File: src/rtl/host_bus_interface_pkg.sv
// Shared definitions for the MCU host bus front end:
// opcode field, idle command, bus address map, status word layout.
package host_bus_interface_pkg;

  localparam int unsigned OP_MSB = 15;
  localparam int unsigned OP_LSB = 11;

  localparam logic [4:0] OP_NOP = 5'b11111;

  localparam logic [15:0] IDLE_CMD_DEF = {OP_NOP, 11'h000};

  localparam logic ADDR_CMD  = 1'b0;
  localparam logic ADDR_DATA = 1'b1;

  localparam int unsigned ST_OVF   = 15;
  localparam int unsigned ST_BUSY  = 14;
  localparam int unsigned ST_EMPTY = 13;

  typedef struct packed {
    logic [15:0] cmd;
    logic [15:0] data;
  } entry_t;

  function automatic logic [15:0] status_word(
    input logic       ovf,
    input logic       busy,
    input logic       empty,
    input logic [3:0] cnt
  );
    logic [15:0] w;
    w           = '0;
    w[ST_OVF]   = ovf;
    w[ST_BUSY]  = busy;
    w[ST_EMPTY] = empty;
    w[3:0]      = cnt;
    return w;
  endfunction

endpackage

File: src/rtl/host_bus_interface_fifo.sv
// Synchronous FIFO for {command,data} entries. Ports: push/pop
// requests, wdata, head rdata, count, full, empty; async low reset.
module gpu_sync_fifo #(
  parameter int unsigned WIDTH = 32,
  parameter int unsigned DEPTH = 8
) (
  input  logic                       clk,
  input  logic                       rst_n,
  input  logic                       push,
  input  logic                       pop,
  input  logic [WIDTH-1:0]           wdata,
  output logic [WIDTH-1:0]           rdata,
  output logic [$clog2(DEPTH):0]     count,
  output logic                       full,
  output logic                       empty
);

  localparam int unsigned AW = $clog2(DEPTH);
  localparam logic [AW:0] FULL_CNT = (AW+1)'(DEPTH);

  logic [WIDTH-1:0] mem [DEPTH];
  logic [AW-1:0]    wptr;
  logic [AW-1:0]    rptr;
  logic             do_push;
  logic             do_pop;

  assign full  = (count == FULL_CNT);
  assign empty = (count == '0);

  // A pop frees the slot the same cycle, so a full FIFO still
  // takes a coincident push.
  assign do_pop  = pop & ~empty;
  assign do_push = push & (~full | do_pop);

  assign rdata = mem[rptr];

  always_ff @(posedge clk) begin
    if (do_push) mem[wptr] <= wdata;
  end

  always_ff @(posedge clk or negedge rst_n) begin
    if (!rst_n) begin
      wptr  <= '0;
      rptr  <= '0;
      count <= '0;
    end else begin
      if (do_push) wptr <= wptr + AW'(1);
      if (do_pop)  rptr <= rptr + AW'(1);
      if (do_push && !do_pop)
        count <= count + (AW+1)'(1);
      else if (do_pop && !do_push)
        count <= count - (AW+1)'(1);
    end
  end

endmodule

File: src/rtl/host_bus_interface.sv
// MCU parallel bus front end: strobe sync, cmd/data pairing, FIFO.
// Ports: gpuClock/reset, bus pins, controller command/data/valid.
module host_bus_interface
  import host_bus_interface_pkg::*;
#(
  parameter int unsigned FIFO_DEPTH  = 8,
  parameter int unsigned SYNC_STAGES = 2,
  parameter logic [15:0] IDLE_CMD    = IDLE_CMD_DEF
) (
  input  logic        gpuClock,
  input  logic        reset,
  input  logic        busCsN,
  input  logic        busWrN,
  input  logic        busRdN,
  input  logic        busAddr,
  input  logic [15:0] busDataIn,
  output logic [15:0] busDataOut,
  output logic        busDataOe,
  output logic        busBusy,
  input  logic [15:0] ctrlDataOut,
  input  logic        cmdAccept,
  output logic [15:0] command,
  output logic [15:0] data,
  output logic        cmdValid
);

  localparam int unsigned CW = $clog2(FIFO_DEPTH) + 1;

  logic [SYNC_STAGES-1:0] cs_sync;
  logic [SYNC_STAGES-1:0] wr_sync;
  logic [SYNC_STAGES-1:0] rd_sync;
  logic                   cs_n;
  logic                   wr_n;
  logic                   rd_n;
  logic                   wr_q;
  logic                   rd_q;

  logic                   wr_evt;
  logic                   rd_start;
  logic                   rd_end;
  logic                   rd_active;
  logic                   rd_addr;

  logic [15:0]            cmd_stage;
  logic                   overflow;

  logic                   push;
  logic                   pop;
  entry_t                 wentry;
  entry_t                 head;
  logic [CW-1:0]          fifo_count;
  logic                   fifo_full;
  logic                   fifo_empty;
  logic [3:0]             cnt4;
  logic                   ovf_set;
  logic                   ovf_clr;

  always_ff @(posedge gpuClock or negedge reset) begin
    if (!reset) begin
      cs_sync <= '1;
      wr_sync <= '1;
      rd_sync <= '1;
      wr_q    <= 1'b1;
      rd_q    <= 1'b1;
    end else begin
      cs_sync <= {cs_sync[SYNC_STAGES-2:0], busCsN};
      wr_sync <= {wr_sync[SYNC_STAGES-2:0], busWrN};
      rd_sync <= {rd_sync[SYNC_STAGES-2:0], busRdN};
      wr_q    <= wr_n;
      rd_q    <= rd_n;
    end
  end

  assign cs_n = cs_sync[SYNC_STAGES-1];
  assign wr_n = wr_sync[SYNC_STAGES-1];
  assign rd_n = rd_sync[SYNC_STAGES-1];

  // Writes commit on the trailing (rising) strobe edge, reads
  // start on the leading edge; CS must be low at that edge.
  assign wr_evt   = wr_n & ~wr_q & ~cs_n;
  assign rd_start = ~rd_n & rd_q & ~cs_n;
  assign rd_end   = rd_n & ~rd_q & rd_active;

  assign push = wr_evt & (busAddr == ADDR_DATA);
  assign pop  = cmdAccept & cmdValid & ~fifo_empty;

  assign wentry.cmd  = cmd_stage;
  assign wentry.data = busDataIn;

  assign ovf_set = push & fifo_full & ~pop;
  assign ovf_clr = rd_end & (rd_addr == ADDR_CMD);

  assign cnt4 = 4'(fifo_count);

  gpu_sync_fifo #(
    .WIDTH (32),
    .DEPTH (FIFO_DEPTH)
  ) u_fifo (
    .clk   (gpuClock),
    .rst_n (reset),
    .push  (push),
    .pop   (pop),
    .wdata (wentry),
    .rdata (head),
    .count (fifo_count),
    .full  (fifo_full),
    .empty (fifo_empty)
  );

  always_ff @(posedge gpuClock or negedge reset) begin
    if (!reset) begin
      cmd_stage <= '0;
      overflow  <= 1'b0;
    end else begin
      if (wr_evt && busAddr == ADDR_CMD) cmd_stage <= busDataIn;
      overflow <= ovf_set | (overflow & ~ovf_clr);
    end
  end

  always_ff @(posedge gpuClock or negedge reset) begin
    if (!reset) begin
      command  <= IDLE_CMD;
      data     <= '0;
      cmdValid <= 1'b0;
      busBusy  <= 1'b0;
    end else begin
      command  <= fifo_empty ? IDLE_CMD : head.cmd;
      data     <= fifo_empty ? 16'h0000 : head.data;
      cmdValid <= ~fifo_empty;
      busBusy  <= fifo_full;
    end
  end

  always_ff @(posedge gpuClock or negedge reset) begin
    if (!reset) begin
      busDataOut <= '0;
      busDataOe  <= 1'b0;
      rd_active  <= 1'b0;
      rd_addr    <= 1'b0;
    end else if (rd_start) begin
      busDataOe  <= 1'b1;
      rd_active  <= 1'b1;
      rd_addr    <= busAddr;
      busDataOut <= (busAddr == ADDR_DATA) ? ctrlDataOut :
                    status_word(overflow, busBusy, ~cmdValid, cnt4);
    end else if (rd_end) begin
      busDataOe  <= 1'b0;
      rd_active  <= 1'b0;
    end
  end

endmodule

File: config.mk
export PLATFORM = sky130hd
export DESIGN_NAME = host_bus_interface
export DESIGN_NICKNAME = d
export VERILOG_FILES = /design/src/rtl/host_bus_interface_pkg.sv /design/src/rtl/host_bus_interface_fifo.sv /design/src/rtl/host_bus_interface.sv
export SDC_FILE = /design/constraint.sdc
export NUM_CORES = 1
export LEC_CHECK = 0
export CORE_ASPECT_RATIO = 1.1
export CORE_MARGIN = 2
export CORE_UTILIZATION = 35
export CTS_CLUSTER_DIAMETER = 40
export DETAILED_ROUTE_END_ITERATION = 16
export PLACE_DENSITY_LB_ADDON = 0.1
export REMOVE_ABC_BUFFERS = 1
export SLEW_MARGIN = 0
export SYNTH_ARGS = -nofsm -noshare
export SYNTH_HDL_FRONTEND = slang
export SYNTH_HIERARCHICAL = 1
export SYNTH_SLANG_ARGS = --single-unit
export TNS_END_PERCENT = 100
File: constraint.sdc
create_clock -name gpuClock -period 8.1 [get_ports gpuClock]
set_clock_uncertainty 0.2 [all_clocks]
set_input_delay 0.81 -clock gpuClock [delete_from_list [all_inputs] [get_ports gpuClock]]
set_output_delay 0.81 -clock gpuClock [all_outputs]
set_load 0.05 [all_outputs]
==> impl_metrics.ini, run 1 <==
[sta]
fmax_ghz = 0.2622
finalSetupViolations = 0
timing.hold.ws_ns = 0.02477
fin_tns_setup_ns = 0
finalHoldViolCount = 0
rsz0062_at_grt = no
worst_pin_slew_ns = 1.038
drv_slew = 0
min_period_ns = 3.814
relSlewSlack = 0.3077
period_share = 0.4709

[grt]
grt_util_all_layers = 0.1435
antenna_found_initial = 0
grt_pass1_wl_um = 41500
grt_max_degree = 67
grt_pass1_vias = 6958
overflow = 0

[route]
post_drt_wl_per_cell_um = 20.85
firstDrtPassIters = 4
vias = 6134
drt-initial-drc-count = 306
ant_nets = 0
drc = 0
detail_route.wirelength_um = 26750
routed_via_density = 4.781

[power_and_ir_drop]
power_leakage_nw = 5.462
p_per_area_nw_per_um2 = 364.2
ir_worst_vdd_v = 0.0001586

[flow_run]
max_cap_violations = 0

[clocking]
worstSkewPairLatency_ns = 0.55
cts_max_level = 2
cts_resized = 0
numCtsBuffers = 46
clk_path_buf_depth = 3
postCtsSetupRepairBufs = 0
cts_root_buffer = clkbuf_16
cts_tree = done
holdBufCountCts = 0
path_clk_slew_ns = 0.06
cts.sinks = 343

[finish]
seq_area_um2 = 9886
fin_cells = 1283
n_fill_cell = 3278
fin_nets = 797
syn2layout_area_growth_pct = 23.14
num_antenna_cells = 0
multiInputGateArea_um2 = 2968
final_util = 0.4339
drive_above_1_share = 0.3042

[floorplanning]
coreArea_um2 = 36850
boundaryPins = 90
die_x_um = 187.7
dieArea_um2 = 38660
floorplan.initialDensity = 0.3524
die_h_um = 206.0
rows = 74

[setup_path]
cp-start-kind = flip-flop
slowest_stage = dfrtp_1
r2r_cells = 13
end_kind = flip-flop
path_cells = nor4_2 > buf_4 > inv_1 > nand3_1 > inv_1 > o21ai_4 > inv_2 > ha_1 > inv_1 > ha_1 > or4_1 > o211ai_1 > o211ai_1
cpMostUsedCell = inv_1
cp.arrival_ns = 4.04
path_max_fanout = 33
worstPathRequired_ns = 8.32
cp_slowest_stage_delay_ns = 0.50
r2r_slack_ns = 4.29
crit_type = reg2reg

[logic_synthesis]
synth_area_um2 = 12980
async_flop_share = 0.2536
synth-edff-count = 256
netlist_instances = 630
synth.avg_cell_area_um2 = 20.61
yosys.area.top_type = edfxtp_1
yosys_register_bits = 343
yosys_warnings = 6
yosys-top-cells-count = edfxtp_1, dfrtp_1, mux4_2
yosysSeqAreaShare = 0.7609
synth.most_common_cell = edfxtp_1
synth_top_area_share = 0.5920
synth.distinct_cells = 42
synth.area.top_cells = edfxtp_1, dfrtp_1, mux4_2
synthFlopType = edfxtp_1

[placed_design]
routabilityCongestion = 0.7604
hpwl_um = 13880
dp.cells = 1198
port_buffers = 89

[status]
outcome = complete, no violations

[min_path]
hold_class = in2async
==> metal layers <==
| layer | vias up | track usage | part of all wire |
|---|---|---|---|
| met4 | 0 | 0.04218 | 0.017 |
| met3 | 37 | 0.03345 | 0.048 |
| li1 | 2743 | - | - |
| met5 | - | 0 | 0 |
| met1 | 3206 | 0.1742 | 0.42 |
| met2 | 148 | 0.2561 | 0.51 |
==> cell families after synthesis <==
logic type,Yosys count,synth area share
xor+xnor,6,0.004047
mux,123,0.1618
simple gates,86,0.03719
flops,343,0.7609
buf+inv,36,0.01474
compound gates,30,0.01494
fa+ha+maj,6,0.006360
==> worst max-delay path: cells and delay by family, from the launching register on <==
family	cells	cell delay (ns)
AO/OA/AOI/OAI	3	0.55
adder cells (fa/ha/maj)	2	0.58
buffers and inverters	5	0.91
flip-flops	1	0.50
AND/OR/NAND/NOR	3	0.93
==> per-stage QoR <==
| step | instance area (um2) | setup slack, ns | power [mW] |
|---|---|---|---|
| 2_1_floorplan | 12820 | 2.964 | 3.458 |
| 3_3_place_gp | 14490 | 3.968 | 3.938 |
| 3_5_place_dp | 14490 | 3.825 | 3.960 |
| 4_1_cts | 15990 | 4.254 | 5.938 |
| 5_1_grt | 15990 | 3.920 | 6.119 |
| 6_report | 15990 | 4.286 | 5.824 |
==> final cells by class <==
class	count	share of cell area
well taps	494	0.03865
flip-flops and latches	343	0.6182
clock inverters	34	0.02058
clock buffers	51	0.07316
repair buffers	103	0.06213
multi-input cells	251	0.1856
inverters	7	0.001643
==> placed cells by master (no fill, tap or decap), types with 2 or more instances in the layout <==
cell,n
a21oi_1,3
buf_4,15
bufinv_16,4
clkbuf_1,5
clkbuf_16,46
clkdlybuf4s50_1,88
clkinv_1,6
clkinv_2,7
clkinv_4,5
clkinvlp_4,6
dfrtp_1,72
dfstp_2,13
edfxtp_1,256
ha_1,5
inv_1,5
inv_2,2
inv_6,4
mux2_1,2
mux2_2,49
mux2i_1,7
mux4_2,64
nand2_1,28
nand2b_1,2
nand3_1,3
nor2_1,3
nor2_4,3
nor2b_1,27
nor3_2,4
nor4_2,2
o211ai_1,4
o21ai_0,7
o21ai_1,12
or2_2,5
xnor2_1,5
==> power by group <==
group	leakage [nW]	switching (mW)	internal (mW)	total, mW
Sequential	3.34	0.169	2.12	2.29
Combinational	1.40	0.862	0.732	1.59
Clock	0.719	0.759	1.18	1.94
Total	5.46	1.79	4.03	5.82
==> final timing paths <==
kind / endpoint / start
max in group asynchronous: u_fifo/rptr[0] / reset
worst max-delay path: u_fifo/count[3] / u_fifo/count[0]
worst min-delay path: command[3] / reset
min in group gpuClock: wr_sync[1] / wr_sync[0]
worst min register to register: wr_sync[1] / wr_sync[0]
worst max register to register: u_fifo/count[3] / u_fifo/count[0]
==> sequential cells by signal (all words and copies together), names as in the netlist, 2 cells and up <==
signal	cells
u_fifo/mem	256
u_fifo/count	4
busDataOut	16
cmd_stage	16
data	16
command	16
wr_sync	2
u_fifo/rptr	3
rd_sync	2
u_fifo/wptr	3
cs_sync	2
Power figures use the tool's default switching activity.
==> inputs of run 2 (changes only) <==
==> constraint.sdc (replaced) <==
create_clock -name gpuClock -period 3.9 [get_ports gpuClock]
set_clock_uncertainty 0.2 [all_clocks]
set_input_delay 0.39 -clock gpuClock [delete_from_list [all_inputs] [get_ports gpuClock]]
set_output_delay 0.39 -clock gpuClock [all_outputs]
set_load 0.05 [all_outputs]
==> impl_metrics.ini, run 2 (same netlist as run 1, synthesis figures left out) <==
[finish]
fin_cells = 1286
fin_nets = 801
mostFrequentLayoutCells = edfxtp_1, clkdlybuf4s50_1, dfrtp_1, mux4_2, mux2_2
num_antenna_cells = 0
syn2layout_area_growth_pct = 24.01
largest_reg_flops = 256
postLayoutCellArea_um2 = 16100
final_util = 0.4370
drive_above_1_share = 0.3119
multiInputGateArea_um2 = 2968
seq_area_um2 = 9887
n_fill_cell = 3269
final_common_cell = edfxtp_1
top_register = u_fifo/mem

[setup_path]
worstPathRequired_ns = 4.10
cp.arrival_ns = 3.50
path_max_fanout = 8
crit_type = reg2reg
end_kind = flip-flop
r2r_cells = 12
r2r_slack_ns = 0.60
regToRegStartpoint = u_fifo/count[0]
cp-start-kind = flip-flop
r2r_end = u_fifo/count[3]

[min_path]
min_delay_path_depth = 1
hold_end = wr_sync[0]
min-delay-start = busWrN
hold_class = in2reg

[power_and_ir_drop]
power_frac_seq = 0.394
power.switching_mw = 3.748
p_total_mw = 12.34
clkPwrFrac = 0.340
p_per_area_nw_per_um2 = 766.1
internal_power_mw = 8.588
ir_worst_vdd_v = 0.0002847
power_leakage_nw = 5.517
p_sw_frac = 0.3038
power_frac_comb = 0.265

[clocking]
path_clk_slew_ns = 0.06
clk_path_buf_depth = 3
worstSkewPairLatency_ns = 0.54
cts_root_buffer = clkbuf_16
numCtsBuffers = 45
cts.sinks = 343
postCtsSetupRepairBufs = 0
cts_max_level = 2
cts_tree = done

[floorplanning]
floorplan.initialDensity = 0.3524
dieArea_um2 = 38660
rows = 74
coreArea_um2 = 36850
boundaryPins = 90
die_h_um = 206.0
die_x_um = 187.7

[grt]
grt_max_degree = 55
antenna_found_initial = 1
grt_util_all_layers = 0.1482
grt_pass1_wl_um = 42560
overflow = 0
grt_pass1_vias = 6755

[route]
post_drt_wl_per_cell_um = 21.55
routed_via_density = 4.832
ant_nets = 0
drt-initial-drc-count = 322
firstDrtPassIters = 4
drc = 0
vias = 6214
detail_route.wirelength_um = 27710

[placed_design]
dp.cells = 1202
port_buffers = 89
placed_area_um2 = 14540
routabilityCongestion = 0.7616
hpwl_um = 14560
dp_slack_ns = 0.5992

[sta]
setup_ws_ns = 0.6048
timing.hold.ws_ns = 0.05822
drv_slew = 0
fmax_ghz = 0.3035
finalSetupViolations = 0
min_period_ns = 3.295
rsz0062_at_grt = no
period_share = 0.8449
fin_tns_setup_ns = 0
finalHoldViolCount = 0
worst_pin_slew_ns = 1.112
relSlewSlack = 0.2586

[flow_run]
max_cap_violations = 0

[status]
outcome = complete, no violations
## run 2: repair_timing
| item | 4_1_cts | 5_1_grt |
|---|---|---|
| endpoints found under the hold margin | 41 | 0 |
| hold buffers | 1 | 0 |
| gates resized for setup | 0 | 0 |
## run 2: per-layer routing
metal | global-route usage | vias to the layer above | wire length (um)
li1 | - | 2750 | -
met1 | 0.1955 | 3292 | 12510
met2 | 0.2497 | 133 | 13540
met3 | 0.03057 | 37 | 1152
met4 | 0.04218 | 2 | 502
met5 | 0 | - | 14
## run 2: worst max path at each step
stage / start / end / cells after the start / slack, ns
2_1_floorplan: u_fifo/count[0] / u_fifo/count[3] / 12 / -1.24
3_3_place_gp: u_fifo/count[0] / u_fifo/count[3] / 12 / 0.71
3_5_place_dp: u_fifo/count[0] / u_fifo/count[3] / 12 / 0.60
4_1_cts: u_fifo/count[0] / u_fifo/count[3] / 12 / 0.58
5_1_grt: u_fifo/count[0] / u_fifo/count[3] / 12 / 0.35
6_report: u_fifo/count[0] / u_fifo/count[3] / 12 / 0.60
## run 2: final cells by class
type	count	area share
repair buffers	108	0.06496
clock inverters	27	0.02113
inverters	7	0.001632
multi-input cells	251	0.1843
well taps	494	0.03838
flip-flops and latches	343	0.6140
clock buffers	56	0.07560
## run 2: worst max-delay path, stage by stage (launching register included)
cell	delay (ns)
dfrtp_1	0.49
nor4_2	0.36
inv_1	0.09
nand3_1	0.09
inv_1	0.12
o21ai_4	0.33
inv_2	0.05
ha_1	0.26
inv_1	0.16
ha_1	0.31
or4_1	0.50
o211ai_1	0.11
o211ai_1	0.11
## run 2: power groups by stage
stage / sequential [mW] / clock [mW] / combinational, mW
6_report: 4.86 / 4.20 / 3.27
5_1_grt: 4.94 / 4.46 / 3.52
4_1_cts: 4.88 / 4.31 / 3.35
2_1_floorplan: 5.70 / 0 / 1.48
3_5_place_dp: 4.95 / 0 / 3.33
3_3_place_gp: 4.92 / 0 / 3.30
==> inputs of run 3 (changes only) <==
==> constraint.sdc (replaced) <==
create_clock -name gpuClock -period 2.9 [get_ports gpuClock]
set_clock_uncertainty 0.2 [all_clocks]
set_input_delay 0.29 -clock gpuClock [delete_from_list [all_inputs] [get_ports gpuClock]]
set_output_delay 0.29 -clock gpuClock [all_outputs]
set_load 0.05 [all_outputs]
==> impl_metrics.ini, run 3 (same netlist as run 1, synthesis figures left out) <==
[grt]
grt_util_all_layers = 0.1494
grt_pass1_vias = 6978
antenna_found_initial = 1
grt_pass1_wl_um = 42900
grt_max_degree = 43
overflow = 0

[sta]
drv_slew = 0
finalHoldViolCount = 0
finalSetupViolations = 0
fmax_ghz = 0.3578
relSlewSlack = 0.3608
min_period_ns = 2.795
worst_pin_slew_ns = 0.9588
timing.hold.ws_ns = 0.09728
period_share = 0.9638

[clocking]
numCtsBuffers = 46
clk_path_buf_depth = 3
cts_root_buffer = clkbuf_16
cts_tree = done
cts.sinks = 343
worstSkewPairLatency_ns = 0.55
cts_max_level = 2
path_clk_slew_ns = 0.06

[power_and_ir_drop]
internal_power_mw = 11.85
clkPwrFrac = 0.343
p_sw_frac = 0.3021
power_leakage_nw = 5.720
power_frac_comb = 0.281
p_per_area_nw_per_um2 = 1026
p_total_mw = 16.98
power.switching_mw = 5.130
ir_worst_vdd_v = 0.0005006
power_frac_seq = 0.376

[setup_path]
path_max_fanout = 5
end_kind = flip-flop
cp.arrival_ns = 3.01
crit_type = reg2reg
worstPathRequired_ns = 3.12
r2r_end = u_fifo/count[3]
regToRegStartpoint = u_fifo/count[3]
r2r_cells = 11
cp-start-kind = flip-flop
r2r_slack_ns = 0.10

[finish]
num_antenna_cells = 0
fin_nets = 825
mostFrequentLayoutCells = edfxtp_1, clkdlybuf4s50_1, dfrtp_1, mux4_2
n_fill_cell = 3228
largest_reg_flops = 256
top_register = u_fifo/mem
drive_above_1_share = 0.3325
final_common_cell = edfxtp_1
syn2layout_area_growth_pct = 27.43

[placed_design]
port_buffers = 89
routabilityCongestion = 0.7688
hpwl_um = 15130

[route]
post_drt_wl_per_cell_um = 21.24
drc = 0
detail_route.wirelength_um = 27870
firstDrtPassIters = 4
drt-initial-drc-count = 270
vias = 6300
ant_nets = 0
routed_via_density = 4.802

[floorplanning]
floorplan.initialDensity = 0.3524
rows = 74
boundaryPins = 90
coreArea_um2 = 36850
die_h_um = 206.0
dieArea_um2 = 38660
die_x_um = 187.7

[min_path]
min_delay_path_depth = 3
min-delay-start = ctrlDataOut[11]
hold_class = in2reg
hold_end = busDataOut[11]

[flow_run]
max_cap_violations = 0

[status]
outcome = complete, no violations
[run 3: cell count changes in the layout (fill, tap and decap cells not counted), sizes merged]
cell	change
buf	+20
clkbuf	+1
clkinv	+3
inv	+3
clkinvlp	-4
dlygate4sd3	+3
[run 3: repair_timing]
action,CTS,global route
pin swaps,1,3
buffers inserted,0,2
gates cloned,0,0
hold buffers,4,0
endpoints found under the setup margin,1,2
resized for setup,1,8
hold endpoints to repair,43,0
[run 3: power by group through the flow]
stage / logic [mW] / registers, mW / clock network [mW]
2_1_floorplan: 2.00 / 7.66 / 0
3_3_place_gp: 4.76 / 6.46 / 0
3_5_place_dp: 4.79 / 6.50 / 0
4_1_cts: 4.81 / 6.40 / 5.99
5_1_grt: 5.11 / 6.49 / 6.19
6_report: 4.76 / 6.39 / 5.83
[run 3: routing by layer]
metal  vias up  global-route usage  share of wire
met1      3282              0.1954           0.44
met2       146              0.2505           0.49
met5         -                   0        0.00050
li1       2809                   -              -
met3        61             0.03124          0.046
met4         2             0.04978          0.027
[run 3: layout make-up]
cell class	count	area [um2]	area share
inverters	7	26.28	0.001588
repair buffers	131	1396	0.08439
well taps	494	618.1	0.03735
flip-flops and latches	343	9886	0.5974
clock inverters	29	359.1	0.02170
multi-input cells	251	3005	0.1816
clock buffers	57	1256	0.07592
[run 3: worst max path at each step]
stage | depth (start not counted) | slack, ns | start | end
6_report | 11 | 0.10 | u_fifo/count[3] | u_fifo/count[3]
5_1_grt | 11 | -0.04 | u_fifo/count[3] | u_fifo/count[3]
4_1_cts | 12 | 0.01 | u_fifo/count[0] | u_fifo/count[3]
3_5_place_dp | 12 | -0.001 | u_fifo/count[0] | u_fifo/count[3]
3_3_place_gp | 12 | 0.11 | u_fifo/count[0] | u_fifo/count[3]
2_1_floorplan | 12 | -2.24 | u_fifo/count[0] | u_fifo/count[3]
[run 3: critical path, cell delays in order, from the launching register on]
cell and delay, ns:
dfrtp_1 0.41, buf_6 0.14, or4b_4 0.48, o21ai_4 0.15
inv_2 0.04, ha_2 0.21, inv_2 0.08, buf_4 0.14
ha_4 0.20, a21oi_1 0.19, mux2i_1 0.27, o211ai_1 0.13
[run 3: metrics by stage]
stage / area (um2) / setup TNS, ns / setup WS, ns / cells / utilization
floorplan: 12820 / -487.57 / -2.236 / 601 / -
global placement: 14830 / 0 / 0.1052 / 1220 / 0.4025
detailed placement: 14830 / -0.0009672 / -0.0009672 / 1220 / 0.4025
CTS: 16490 / 0 / 0.01116 / 1310 / 0.4475
global route: 16550 / -0.04307 / -0.04307 / 1312 / 0.4490
finish: 16550 / 0 / 0.1049 / 1312 / 0.4490
